===== config.mk =====
export PLATFORM = sky130hd
export DESIGN_NAME = vga_timing_gen
export DESIGN_NICKNAME = d
export VERILOG_FILES = /design/src/rtl/vga_timing_pkg.sv /design/src/rtl/sync_delay_line.sv /design/src/rtl/vga_timing_gen.sv
export SDC_FILE = /design/constraint.sdc
export NUM_CORES = 1
export LEC_CHECK = 0
export ABC_CLOCK_PERIOD_IN_PS = 1800
export CAP_MARGIN = 0
export CORE_ASPECT_RATIO = 0.8
export CORE_MARGIN = 2
export CORE_UTILIZATION = 44
export DETAILED_ROUTE_END_ITERATION = 7
export PLACE_DENSITY = 0.76
export SYNTH_ARGS = -nofsm -noshare
export SYNTH_HDL_FRONTEND = slang
export SYNTH_SLANG_ARGS = --single-unit

===== constraint.sdc =====
create_clock -name clk_in -period 1.8 [get_ports clk_in]
set_clock_uncertainty 0.05 [all_clocks]
set_input_delay 0.54 -clock clk_in [delete_from_list [all_inputs] [get_ports clk_in]]
set_output_delay 0.54 -clock clk_in [all_outputs]
set_load 0.01 [all_outputs]

===== src/rtl/vga_timing_pkg.sv =====
// Timing constants and pixel type for the XVGA (1024x768@60) display path.
// Holds the colour-bar table when VGA_TEST_PATTERN_EN is defined.
package vga_timing_pkg;

  localparam int XVGA_H_ACTIVE    = 1024;
  localparam int XVGA_H_FP        = 24;
  localparam int XVGA_H_SYNC      = 136;
  localparam int XVGA_H_BP        = 160;
  localparam int XVGA_V_ACTIVE    = 768;
  localparam int XVGA_V_FP        = 3;
  localparam int XVGA_V_SYNC      = 6;
  localparam int XVGA_V_BP        = 29;
  localparam logic XVGA_SYNC_POL  = 1'b0;
  localparam int XVGA_PIPE_STAGES = 1;

  typedef struct packed {
    logic [3:0] r;
    logic [3:0] g;
    logic [3:0] b;
  } rgb444_t;

`ifdef VGA_TEST_PATTERN_EN
  // White, yellow, cyan, green, magenta, red, blue, black
  localparam logic [11:0] BAR_COLOURS [0:7] = '{
    12'hFFF, 12'hFF0, 12'h0FF, 12'h0F0, 12'hF0F, 12'hF00, 12'h00F, 12'h000
  };
`endif

endpackage


===== src/rtl/sync_delay_line.sv =====
// Enabled shift register with asynchronous reset to RESET_VAL; DEPTH=0 is a plain wire.
module sync_delay_line #(
  parameter int WIDTH = 3,
  parameter int DEPTH = 1,
  parameter logic [WIDTH-1:0] RESET_VAL = '0
) (
  input  logic             clk_in,
  input  logic             rst_n_in,
  input  logic             en_in,
  input  logic [WIDTH-1:0] din,
  output logic [WIDTH-1:0] dout
);

  generate
    if (DEPTH == 0) begin : g_wire
      assign dout = din;
    end else begin : g_regs
      logic [WIDTH-1:0] stage_r [DEPTH];

      // Shift one stage per enabled cycle, hold otherwise
      always_ff @(posedge clk_in or negedge rst_n_in) begin
        if (!rst_n_in) begin
          for (int i = 0; i < DEPTH; i++) begin
            stage_r[i] <= RESET_VAL;
          end
        end else if (en_in) begin
          stage_r[0] <= din;
          for (int i = 1; i < DEPTH; i++) begin
            stage_r[i] <= stage_r[i-1];
          end
        end
      end

      assign dout = stage_r[DEPTH-1];
    end
  endgenerate

endmodule


===== src/rtl/vga_timing_gen.sv =====
// Raster counter, sync generator and aligned pin driver for the VGA output.
// Optional VGA_TEST_PATTERN_EN adds test_pattern_in and an 8-bar colour pattern.
module vga_timing_gen
  import vga_timing_pkg::*;
#(
  parameter int   H_ACTIVE    = XVGA_H_ACTIVE,
  parameter int   H_FP        = XVGA_H_FP,
  parameter int   H_SYNC      = XVGA_H_SYNC,
  parameter int   H_BP        = XVGA_H_BP,
  parameter int   V_ACTIVE    = XVGA_V_ACTIVE,
  parameter int   V_FP        = XVGA_V_FP,
  parameter int   V_SYNC      = XVGA_V_SYNC,
  parameter int   V_BP        = XVGA_V_BP,
  parameter logic SYNC_POL    = XVGA_SYNC_POL,
  parameter int   PIPE_STAGES = XVGA_PIPE_STAGES
) (
  input  logic        clk_in,
  input  logic        rst_n_in,
  input  logic        en_in,
`ifdef VGA_TEST_PATTERN_EN
  input  logic        test_pattern_in,
`endif
  input  logic [11:0] pixel_in,
  output logic [10:0] hcount_out,
  output logic [9:0]  vcount_out,
  output logic        blank_out,
  output logic        frame_done_out,
  output logic [5:0]  frame_count_out,
  output logic [3:0]  vga_r_out,
  output logic [3:0]  vga_g_out,
  output logic [3:0]  vga_b_out,
  output logic        vga_hs_out,
  output logic        vga_vs_out
);

  localparam int H_TOTAL = H_ACTIVE + H_FP + H_SYNC + H_BP;
  localparam int V_TOTAL = V_ACTIVE + V_FP + V_SYNC + V_BP;

  generate
    if ((H_TOTAL > 2048) || (V_TOTAL > 1024) || (PIPE_STAGES < 0) || (PIPE_STAGES > 8)) begin : g_bad_cfg
      $error("vga_timing_gen: unsupported timing or PIPE_STAGES configuration");
    end
  endgenerate

  localparam logic [10:0] H_LAST       = 11'(H_TOTAL - 1);
  localparam logic [9:0]  V_LAST       = 10'(V_TOTAL - 1);
  localparam logic [10:0] H_ACT_W      = 11'(H_ACTIVE);
  localparam logic [9:0]  V_ACT_W      = 10'(V_ACTIVE);
  localparam logic [10:0] H_SYNC_START = 11'(H_ACTIVE + H_FP);
  localparam logic [10:0] H_SYNC_END   = 11'(H_ACTIVE + H_FP + H_SYNC);
  localparam logic [9:0]  V_SYNC_START = 10'(V_ACTIVE + V_FP);
  localparam logic [9:0]  V_SYNC_END   = 10'(V_ACTIVE + V_FP + V_SYNC);

`ifdef VGA_TEST_PATTERN_EN
  localparam int DLY_W = 6;
  localparam logic [DLY_W-1:0] DLY_RST = {3'b000, ~SYNC_POL, ~SYNC_POL, 1'b1};
`else
  localparam int DLY_W = 3;
  localparam logic [DLY_W-1:0] DLY_RST = {~SYNC_POL, ~SYNC_POL, 1'b1};
`endif

  logic [10:0]      hcount_r;
  logic [9:0]       vcount_r;
  logic [5:0]       frame_count_r;
  logic             hs_raw_s;
  logic             vs_raw_s;
  logic             blank_s;
  logic [DLY_W-1:0] dly_in_s;
  logic [DLY_W-1:0] dly_out_s;
  rgb444_t          src_s;
  rgb444_t          rgb_r;
  logic             hs_r;
  logic             vs_r;

  // Raster counters: column, line and completed-frame count
  always_ff @(posedge clk_in or negedge rst_n_in) begin
    if (!rst_n_in) begin
      hcount_r      <= 11'd0;
      vcount_r      <= 10'd0;
      frame_count_r <= 6'd0;
    end else if (en_in) begin
      if (hcount_r == H_LAST) begin
        hcount_r <= 11'd0;
        if (vcount_r == V_LAST) begin
          vcount_r      <= 10'd0;
          frame_count_r <= frame_count_r + 6'd1;
        end else begin
          vcount_r <= vcount_r + 10'd1;
        end
      end else begin
        hcount_r <= hcount_r + 11'd1;
      end
    end
  end

  // Raw syncs already carry pin polarity so the delay line needs no post-processing
  always_comb begin
    hs_raw_s = ~SYNC_POL;
    vs_raw_s = ~SYNC_POL;
    if ((hcount_r >= H_SYNC_START) && (hcount_r < H_SYNC_END)) begin
      hs_raw_s = SYNC_POL;
    end else begin
      hs_raw_s = ~SYNC_POL;
    end
    if ((vcount_r >= V_SYNC_START) && (vcount_r < V_SYNC_END)) begin
      vs_raw_s = SYNC_POL;
    end else begin
      vs_raw_s = ~SYNC_POL;
    end
  end

  assign blank_s = (hcount_r >= H_ACT_W) || (vcount_r >= V_ACT_W);

`ifdef VGA_TEST_PATTERN_EN
  assign dly_in_s = {hcount_r[9:7], hs_raw_s, vs_raw_s, blank_s};
`else
  assign dly_in_s = {hs_raw_s, vs_raw_s, blank_s};
`endif

  sync_delay_line #(
    .WIDTH     (DLY_W),
    .DEPTH     (PIPE_STAGES),
    .RESET_VAL (DLY_RST)
  ) u_sync_delay_line (
    .clk_in   (clk_in),
    .rst_n_in (rst_n_in),
    .en_in    (en_in),
    .din      (dly_in_s),
    .dout     (dly_out_s)
  );

  // Colour source for the output register
  always_comb begin
    src_s = rgb444_t'(pixel_in);
`ifdef VGA_TEST_PATTERN_EN
    if (test_pattern_in) begin
      src_s = rgb444_t'(BAR_COLOURS[dly_out_s[5:3]]);
    end else begin
      src_s = rgb444_t'(pixel_in);
    end
`endif
  end

  // Pin register: pixel masked by the aligned blank, plus the aligned syncs
  always_ff @(posedge clk_in or negedge rst_n_in) begin
    if (!rst_n_in) begin
      rgb_r <= rgb444_t'(12'h000);
      hs_r  <= ~SYNC_POL;
      vs_r  <= ~SYNC_POL;
    end else if (en_in) begin
      hs_r <= dly_out_s[2];
      vs_r <= dly_out_s[1];
      if (dly_out_s[0]) begin
        rgb_r <= rgb444_t'(12'h000);
      end else begin
        rgb_r <= src_s;
      end
    end
  end

  assign hcount_out      = hcount_r;
  assign vcount_out      = vcount_r;
  assign frame_count_out = frame_count_r;
  assign blank_out       = blank_s;
  assign frame_done_out  = en_in && (hcount_r == H_LAST) && (vcount_r == V_LAST);
  assign vga_r_out       = rgb_r.r;
  assign vga_g_out       = rgb_r.g;
  assign vga_b_out       = rgb_r.b;
  assign vga_hs_out      = hs_r;
  assign vga_vs_out      = vs_r;

endmodule


### After elaboration in Yosys (flattened, before gate mapping)

Index checks and enable logic that the tools add are counted.

* register bits: 44
* bits in read-only memories: 0
* memories: 0
* bits in latches: 0
* bits of input ports: 15
* memory bits (writable): 0

* shifts and indexed selects: 0
* magnitude comparators: 6
* add/sub/neg operators: 3
* $mul: 0
* equal/unequal tests: 2
* div/mod/pow operators: 0
* reductions and logical operators: 7
* bitwise gates (word level): 0
* mux-type cells: 5

Operator list (count)
* 11-bit greater-or-equal comparator (second input constant): 2
* 10-bit greater-or-equal comparator (second input constant): 2
* 12-bit 2-to-1 mux: 1
* 11-bit by 1-bit adder with 11-bit output (second input constant): 1
* 11-bit == test (second input constant): 1
* 11-bit < comparator (second input constant): 1
* 11-bit 2-to-1 mux: 1
* 10-bit by 1-bit adder with 10-bit output (second input constant): 1
* 10-bit == test (second input constant): 1
* 10-bit < comparator (second input constant): 1
* 10-bit 2-to-1 mux: 1
* 6-bit by 1-bit adder with 6-bit output (second input constant): 1
* 1-bit logical AND: 4
* 3-bit AND reduction: 1
* 1-bit 2-to-1 mux: 2
* 2-bit AND reduction: 1
* 1-bit logical OR: 1

### Logic depth before layout (Yosys ltp)

Gate-level depths: netlist of the first run.

* word-level depth: 3
* mapped depth: 7

### Modules after synthesis

Synthesis of the first run repeated with hierarchy kept, for this count alone.

* cell total of the unflattened synthesis: 218
* area, all modules: 2235.9 um2

By module, submodules not included
* vga_timing_gen: area an instance 2123.3 um2, cells each 212, sequential area each 1028.5 um2, instances 1
* sync_delay_line: area an instance 112.6 um2, cells each 6, sequential area each 78.8 um2, instances 1

### Worst setup path after synthesis of the first run

Ideal clock, no wire load.

* path type: reg-to-output
* start point: register vcount_r[1] (netlist: vcount_out[1])
* end point: output frame_done_out
* arrival: 1.275 ns
* cell stages (with the launch flop): 6
* buffers on the path: 0
* setup slack: -0.065 ns
* cell sequence: dfrtp_1 inv_1 ha_1 and4b_2 nand4_4 nor2_2

* longest elaborated chain between the ends: 2

Ends and longest elaborated chain
* start: declaration: RTL line vga_timing_gen.sv:63 `logic [9:0] vcount_r;`
* start signal: assignment: RTL line vga_timing_gen.sv:88 `vcount_r <= vcount_r + 10'd1;`
* 10-bit == test: RTL line vga_timing_gen.sv:165 `assign frame_done_out = en_in && (hcount_r == H_LAST) && (vcount_r == V_LAST);`
* 1-bit logical AND: RTL line vga_timing_gen.sv:165
* end: declaration: RTL line vga_timing_gen.sv:27 `output logic frame_done_out,`

No other way between the ends.

### Worst setup path in the final report of the first run

Ends and elaborated chain as after synthesis.

==> results of run 1 <==
## cell usage after synthesis, drive strengths merged
cell / n
mux2: 5
o21ai: 21
inv: 19
a21o: 4
nor2b: 1
nand3: 8
a2111oi: 1
dfrtp: 39
a311oi: 1
xnor2: 6
nor3: 5
a211o: 1
and3: 5
and4b: 1
nand3b: 12
and2: 3
o311ai: 1
a21oi: 8
nor2: 9
clkbuf: 6
mux2i: 1
and4: 5
ha: 6
dfstp: 5
xor2: 5
nand2b: 1
o22ai: 1
buf: 3
nor4b: 2
a22o: 2
or3: 3
a41o: 1
nand2: 11
nor3b: 2
nand4: 8
o21bai: 1
## placed cells by master (no fill, tap or decap), types with 4 or more instances in the layout
cell	n
dfrtp_1	39
xnor2_1	6
dlygate4sd2_1	31
clkdlybuf4s50_1	12
nand4_1	6
buf_4	40
nand2_1	11
ha_1	5
a21oi_1	8
clkbuf_8	6
nor2_1	8
nand3b_1	12
dlymetal6s2s_1	10
nand3_1	8
inv_1	18
xor2_1	5
dfstp_2	5
o21ai_0	21
and4_1	4
## layout make-up
type / instances / share of cell area
Timing Repair Buffer: 99 / 0.265
Inverter: 19 / 0.0215
Clock buffer: 6 / 0.0249
Sequential cell: 44 / 0.334
Clock inverter: 2 / 0.0117
Multi-Input combinational cell: 141 / 0.320
Tap cell: 62 / 0.0234
## state kept, by name, indices dropped and copies added, names as in the netlist
signal	count
u_sync_delay_line.dout	3
vcount_out	10
vga_r_out	4
vga_hs_out	1
hcount_out	11
vga_vs_out	1
vga_g_out	4
vga_b_out	4
frame_count_out	6
## stage by stage
step / std cells / power [mW] / cell area, um2
after floorplan: 213 / 1.32 / 2270
after global placement: 357 / 1.63 / 3120
after detailed placement: 357 / 1.65 / 3120
after CTS: 373 / 2.42 / 3280
after global routing: 373 / 2.51 / 3320
final: 373 / 2.40 / 3320
## per-layer routing
layer	GRT usage	vias up	wire, um
li1	-	945	-
met1	0.264	937	2620
met2	0.317	49	2560
met3	0.0410	8	268
met4	0.0746	0	58
met5	0	-	0
## worst max-delay path by stage
stage / start / to / slack [ns]
2_1_floorplan: vcount_out[1]$_DFFE_PN0P_ / frame_done_out / -0.03
3_3_place_gp: en_in / frame_done_out / -0.83
3_5_place_dp: en_in / frame_done_out / -0.85
4_1_cts: vcount_out[1]$_DFFE_PN0P_ / frame_done_out / -0.31
5_1_grt: hcount_out[9]$_DFFE_PN0P_ / frame_done_out / -0.37
6_report: vcount_out[1]$_DFFE_PN0P_ / frame_done_out / -0.31
## what timing repair did
action,CTS,global route
setup buffers,8,0
resized for setup,46,15
pin swaps,3,3
gates cloned,0,0
setup endpoints to repair,51,22
## kinds of logic after synthesis
family,share of synthesized area
compound gates,0.116
xor+xnor,0.0426
fa+ha+maj,0.0332
buf+inv,0.0592
flops,0.489
mux,0.0310
simple gates,0.228
## power groups by stage
stage | logic [mW] | registers, mW | clock network [mW]
2_1_floorplan | 0.156 | 1.17 | 0
3_3_place_gp | 0.540 | 1.10 | 0
3_5_place_dp | 0.551 | 1.10 | 0
4_1_cts | 0.513 | 1.08 | 0.823
5_1_grt | 0.557 | 1.09 | 0.863
6_report | 0.509 | 1.08 | 0.808
==> reports/results.ini, run 1 <==
[run_status]
outcome = finished with violations
violations = negative setup slack

[clocking]
clk_pin_slew_ns = 0.09
root_buffer = clkbuf_8
cts_tree = built
numCtsBuffers = 5
clock_path_buffers = 2
clkLatencyLatePin_ns = 0.30
cts_hold_buf = 0
htreeDepth = 2
cts.sinks = 44

[sta]
fmax_mhz = 474
setup_viol = 2
hold_viol = 0
period_minus_slack_ns = 2.11
slew_headroom = 0.702
worst_hold_slack_ns = 0.146
finalMaxSlewViolations = 0
fin_ws_ns = -0.311
fin_setup_tns_ns = -0.319
post-route-period-util = 1.17
worst_slew_pin_slew_ns = 0.446
rsz0062_at_grt = true

[detailed_routing]
avgViaCountPerCell = 5.20
drt-wirelength-per-cell_um = 14.8
postRouteAntennaNets = 0
vias = 1939
drt_iter0_markers = 42
first_pass_iters = 4
drc = 0
wl_um = 5510

[cells_and_area]
fillerInstances = 393
antennaDiodeCount = 0
syn2layout_area_growth_pct = 46.7
final_util = 0.666
multi_input_area_mm2 = 0.00106
seqCellArea_mm2 = 0.00111
drive_above_1_share = 0.260
nNetsFinal = 331

[setup_path]
rr_startpoint = hcount_out[1]$_DFFE_PN0P_
cp_top_family = simple AND/OR/NAND/NOR gates
r2r_cells = 6
cp.required_ns = 1.21
crit_buf_inv = 2
crit_path_max_incr_delay_ns = 0.39
timing_worst_setup_path_type = reg2out
critPathArrivalTime_ns = 1.52
start_kind = flip-flop
crit_slowest_cell = dfrtp_1
cp.depth = 6
worstReg2RegEnd = vcount_out[9]$_DFFE_PN0P_
path_cells = inv_2 -> ha_4 -> and4b_2 -> nand4_4 -> nor2_4 -> buf_6
crit_fanout = 2
ff2ff_setup_slack_ns = -0.01
end_kind = output port

[pwr]
cellPowerDensity_mw_per_mm2 = 722
peakVddDrop_mv = 0.874
leakage_nw = 1.79
pwr-share-clk = 0.337
p_seq_frac = 0.451
netSwitchingFraction = 0.265
combPwrFrac = 0.212
internal_power_mw = 1.76
p_switching_uw = 636

[synth]
synth_fp_nets = 234
ys_seq_area_frac = 0.489
synth_cell_types = 50
ys_warn_count = 0
synth_top_cell_by_area = dfrtp_1
syn_avg_cell_area_um2 = 10.6
ys_ff_latch = 44
netlist_area_mm2 = 0.00226
synth_top_cell_area_share = 0.431
ys_top_cells_by_area = dfrtp_1 43%, dfstp_2 5.8%, o21ai_0 4.6%
syn_inst = 213

[placed_design]
post-dp-hpwl_um = 3870
dp_slack_ns = -0.851
numPortBuffers = 57
gp_congestion = 0.776

[global_route]
grt_remaining_overflow = 0
grt_max_degree = 45
grt_pass1_wl_um = 8860
track_usage = 0.196
grt_pass1_vias = 1850
antenna_found_initial = 0

[die]
io_pins = 58
core_mm2 = 0.00498
dieArea_mm2 = 0.00573
die_h_um = 68.1
num_rows = 23
dieWidth_um = 84.2
initial_utilization = 0.454

[worst_hold_path]
hold_path_class = in2async

[flow_run]
maxCapViolCount = 0

Note: power is estimated with default switching activity, not from simulation.
==> inputs of run 2 (changes only) <==
--- a/config.mk
+++ b/config.mk
@@ -7,11 +7,15 @@
 export LEC_CHECK = 0
 export ABC_CLOCK_PERIOD_IN_PS = 1800
 export CAP_MARGIN = 0
+export CELL_PAD_IN_SITES_DETAIL_PLACEMENT = 2
+export CELL_PAD_IN_SITES_GLOBAL_PLACEMENT = 2
 export CORE_ASPECT_RATIO = 0.8
 export CORE_MARGIN = 2
-export CORE_UTILIZATION = 44
+export CORE_UTILIZATION = 27
+export CTS_CLUSTER_DIAMETER = 40
+export CTS_CLUSTER_SIZE = 28
 export DETAILED_ROUTE_END_ITERATION = 7
-export PLACE_DENSITY = 0.76
+export PLACE_DENSITY_LB_ADDON = 0.1
 export SYNTH_ARGS = -nofsm -noshare
 export SYNTH_HDL_FRONTEND = slang
 export SYNTH_SLANG_ARGS = --single-unit
==> run 2 against run 1 <==
The flow still finishes with violations (negative setup slack). Clock power rose by 12%. Total power grew 4.9%. Via count rose by 5.6%. Sequential cell count unchanged. Register-to-register slack got worse by 0.05 ns. Non-clock buffer count rose by 15. Global-route usage shrank 3.1 points. Final cell count grew 16%. Worst hold slack improved by 0.014 ns. Critical path depth down 2. Sequential share of layout area is 2.5 points lower. Largest cell class is now multi-input combinational cells.
==> reports/results.ini, run 2 (synthesis gave the netlist of run 1 again) <==
[placed_design]
dp_slack_ns = -0.910  ; -0.0586 ns
numPortBuffers = 57  ; unchanged
placedCellCount = 408  ; +14%
gp_congestion = 0.716  ; -7.7%
post-dp-hpwl_um = 5040  ; +30%

[clocking]
cts_tree = built
root_buffer = clkbuf_8
numCtsBuffers = 5  ; unchanged
clock_path_buffers = 2  ; unchanged
htreeDepth = 2  ; unchanged
clkLatencyLatePin_ns = 0.30  ; about the same
clk_pin_slew_ns = 0.09  ; about the same
cts.sinks = 44  ; unchanged

[sta]
worst_hold_slack_ns = 0.160  ; +0.0144 ns
setup_viol = 2  ; unchanged
fmax_mhz = 474  ; about the same
finalMaxSlewViolations = 0  ; unchanged
post-route-period-util = 1.17  ; about the same
rsz0062_at_grt = true
fin_ws_ns = -0.310  ; +0.00155 ns
period_minus_slack_ns = 2.11  ; -0.00155 ns
hold_viol = 0  ; unchanged
worst_slew_pin_slew_ns = 0.462  ; +0.0158 ns
slew_headroom = 0.688  ; -0.0141

[setup_path]
crit_slowest_cell = dfrtp_1
end_kind = output port
cp_top_family = simple AND/OR/NAND/NOR gates
critPathArrivalTime_ns = 1.52  ; about the same
path_cells = nor4b_4 -> nand4_4 -> nor2_4 -> buf_6
start_kind = flip-flop
crit_path_max_incr_delay_ns = 0.42  ; +0.03 ns
timing_worst_setup_path_type = reg2out
cp.required_ns = 1.21  ; about the same
crit_fanout = 2  ; unchanged
crit_buf_inv = 1  ; -1

[detailed_routing]
drc = 0  ; unchanged
drt_iter0_markers = 19  ; -55%
wl_um = 7470  ; +36%
drt-wirelength-per-cell_um = 17.2  ; +17%
vias = 2047  ; +5.6%
postRouteAntennaNets = 0  ; unchanged
avgViaCountPerCell = 4.72  ; -9.3%
first_pass_iters = 4  ; unchanged

[pwr]
p_seq_frac = 0.431  ; -0.020
peakVddDrop_mv = 0.413  ; -53%
netSwitchingFraction = 0.260  ; -0.00587
combPwrFrac = 0.208  ; -0.004
total_power_mw = 2.51  ; +4.9%
internal_power_mw = 1.86  ; +5.7%
leakage_nw = 1.84  ; +2.5%
pwr-share-clk = 0.361  ; +0.024
cellPowerDensity_mw_per_mm2 = 699  ; -3.3%
p_switching_uw = 653  ; +2.6%

[cells_and_area]
syn2layout_area_growth_pct = 59.0
layout_common_cells = 50 x buf_4, 36 x dfrtp_1, 35 x dlygate4sd2_1
largest_reg_flops = 11  ; unchanged
drive_above_1_share = 0.328  ; +0.0678
layout_commonest_cell = buf_4
fillerInstances = 850  ; +120%
nNetsFinal = 346  ; +4.5%
antennaDiodeCount = 0  ; unchanged
stdcell_count = 434  ; +16%

[run_status]
violations = negative setup slack
outcome = finished with violations

[global_route]
grt_pass1_wl_um = 11900  ; +34%
grt_pass1_vias = 2320  ; +25%
grt_max_degree = 37  ; -18%
track_usage = 0.166  ; -0.0306
antenna_found_initial = 0  ; unchanged
grt_remaining_overflow = 0  ; unchanged

[worst_hold_path]
hold_path_class = in2async

[die]
dieArea_mm2 = 0.00913  ; +59%
core_mm2 = 0.00802  ; +61%
initial_utilization = 0.282  ; -0.172
io_pins = 58  ; unchanged
dieWidth_um = 106  ; +26%
die_h_um = 85.9  ; +26%
num_rows = 29  ; +26%

[flow_run]
maxCapViolCount = 0  ; unchanged

[run 2: cell types whose count changed in the layout (fill, tap and decap cells not counted), moves of 3 or more]
cell and delta:
dlygate4sd2_1 +4, dfrtp_1 -3, buf_6 +6, dfrtp_2 +3, buf_4 +10, dlymetal6s2s_1 -4
[run 2: per-stage QoR]
stage	utilization	cell area, um2	setup TNS, ns
floorplan	-	2270	-0.0273
global placement	0.399	3200	-10.26
detailed placement	0.399	3200	-10.97
CTS	0.428	3430	-0.635
global route	0.449	3600	-0.791
finish	0.449	3600	-0.370
[run 2: area by class of cell]
cell class                      count  area, um2  share of cell area
Inverter                           19       71.3              0.0198
Multi-Input combinational cell    141       1150               0.320
Tap cell                          108        135              0.0376
Sequential cell                    44       1110               0.309
Clock buffer                        6       72.6              0.0202
Timing Repair Buffer              114        997               0.277
Clock inverter                      2       60.1              0.0167
[run 2: path summary, 6_finish.rpt]
path / start / to / slack [ns] / depth (start not counted)
setup / recovery: hcount_out[7]$_DFFE_PN0P_ / frame_done_out / -0.31 / 4
hold / removal: rst_n_in / hcount_out[2]$_DFFE_PN0P_ / 0.16 / 2
setup reg to reg: vcount_out[1]$_DFFE_PN0P_ / u_sync_delay_line.dout[1]$_DFFE_PN1P_ / -0.06 / 12
hold reg to reg: frame_count_out[5]$_DFFE_PN0P_ / frame_count_out[5]$_DFFE_PN0P_ / 0.44 / 1
max in group asynchronous: rst_n_in / vcount_out[8]$_DFFE_PN0P_ / 1.22 / 2
min in group clk_in: frame_count_out[5]$_DFFE_PN0P_ / frame_count_out[5]$_DFFE_PN0P_ / 0.44 / 1
[run 2: power by group through the flow]
stage	clock network [mW]	logic, mW	registers (mW)
floorplan	0	0.156	1.17
global placement	0	0.555	1.10
detailed placement	0	0.575	1.10
CTS	0.936	0.534	1.09
global route	0.992	0.584	1.09
finish	0.907	0.522	1.08
[run 2: metal layers]
metal  part of all wire  vias up  global-route usage
met4              0.011        0              0.0359
met5                  0        -                   0
li1                   -      975                   -
met1               0.46     1032               0.218
met3              0.023        8              0.0258
met2               0.50       32               0.290
[run 2: worst reg2reg max path: cells and delay by family, from the launching register on]
kind | cells | cell delay (ns)
compound gates | 2 | 0.35
fa+ha+maj | 1 | 0.13
buf+inv | 8 | 0.80
flops | 1 | 0.40
simple gates | 1 | 0.06
[run 2: repair_timing]
item,in CTS,in global routing
endpoints found under the setup margin,59,21
hold buffers,0,0
hold endpoints to repair,0,0
pin swaps,3,11
resized for setup,58,29
setup buffers,15,4
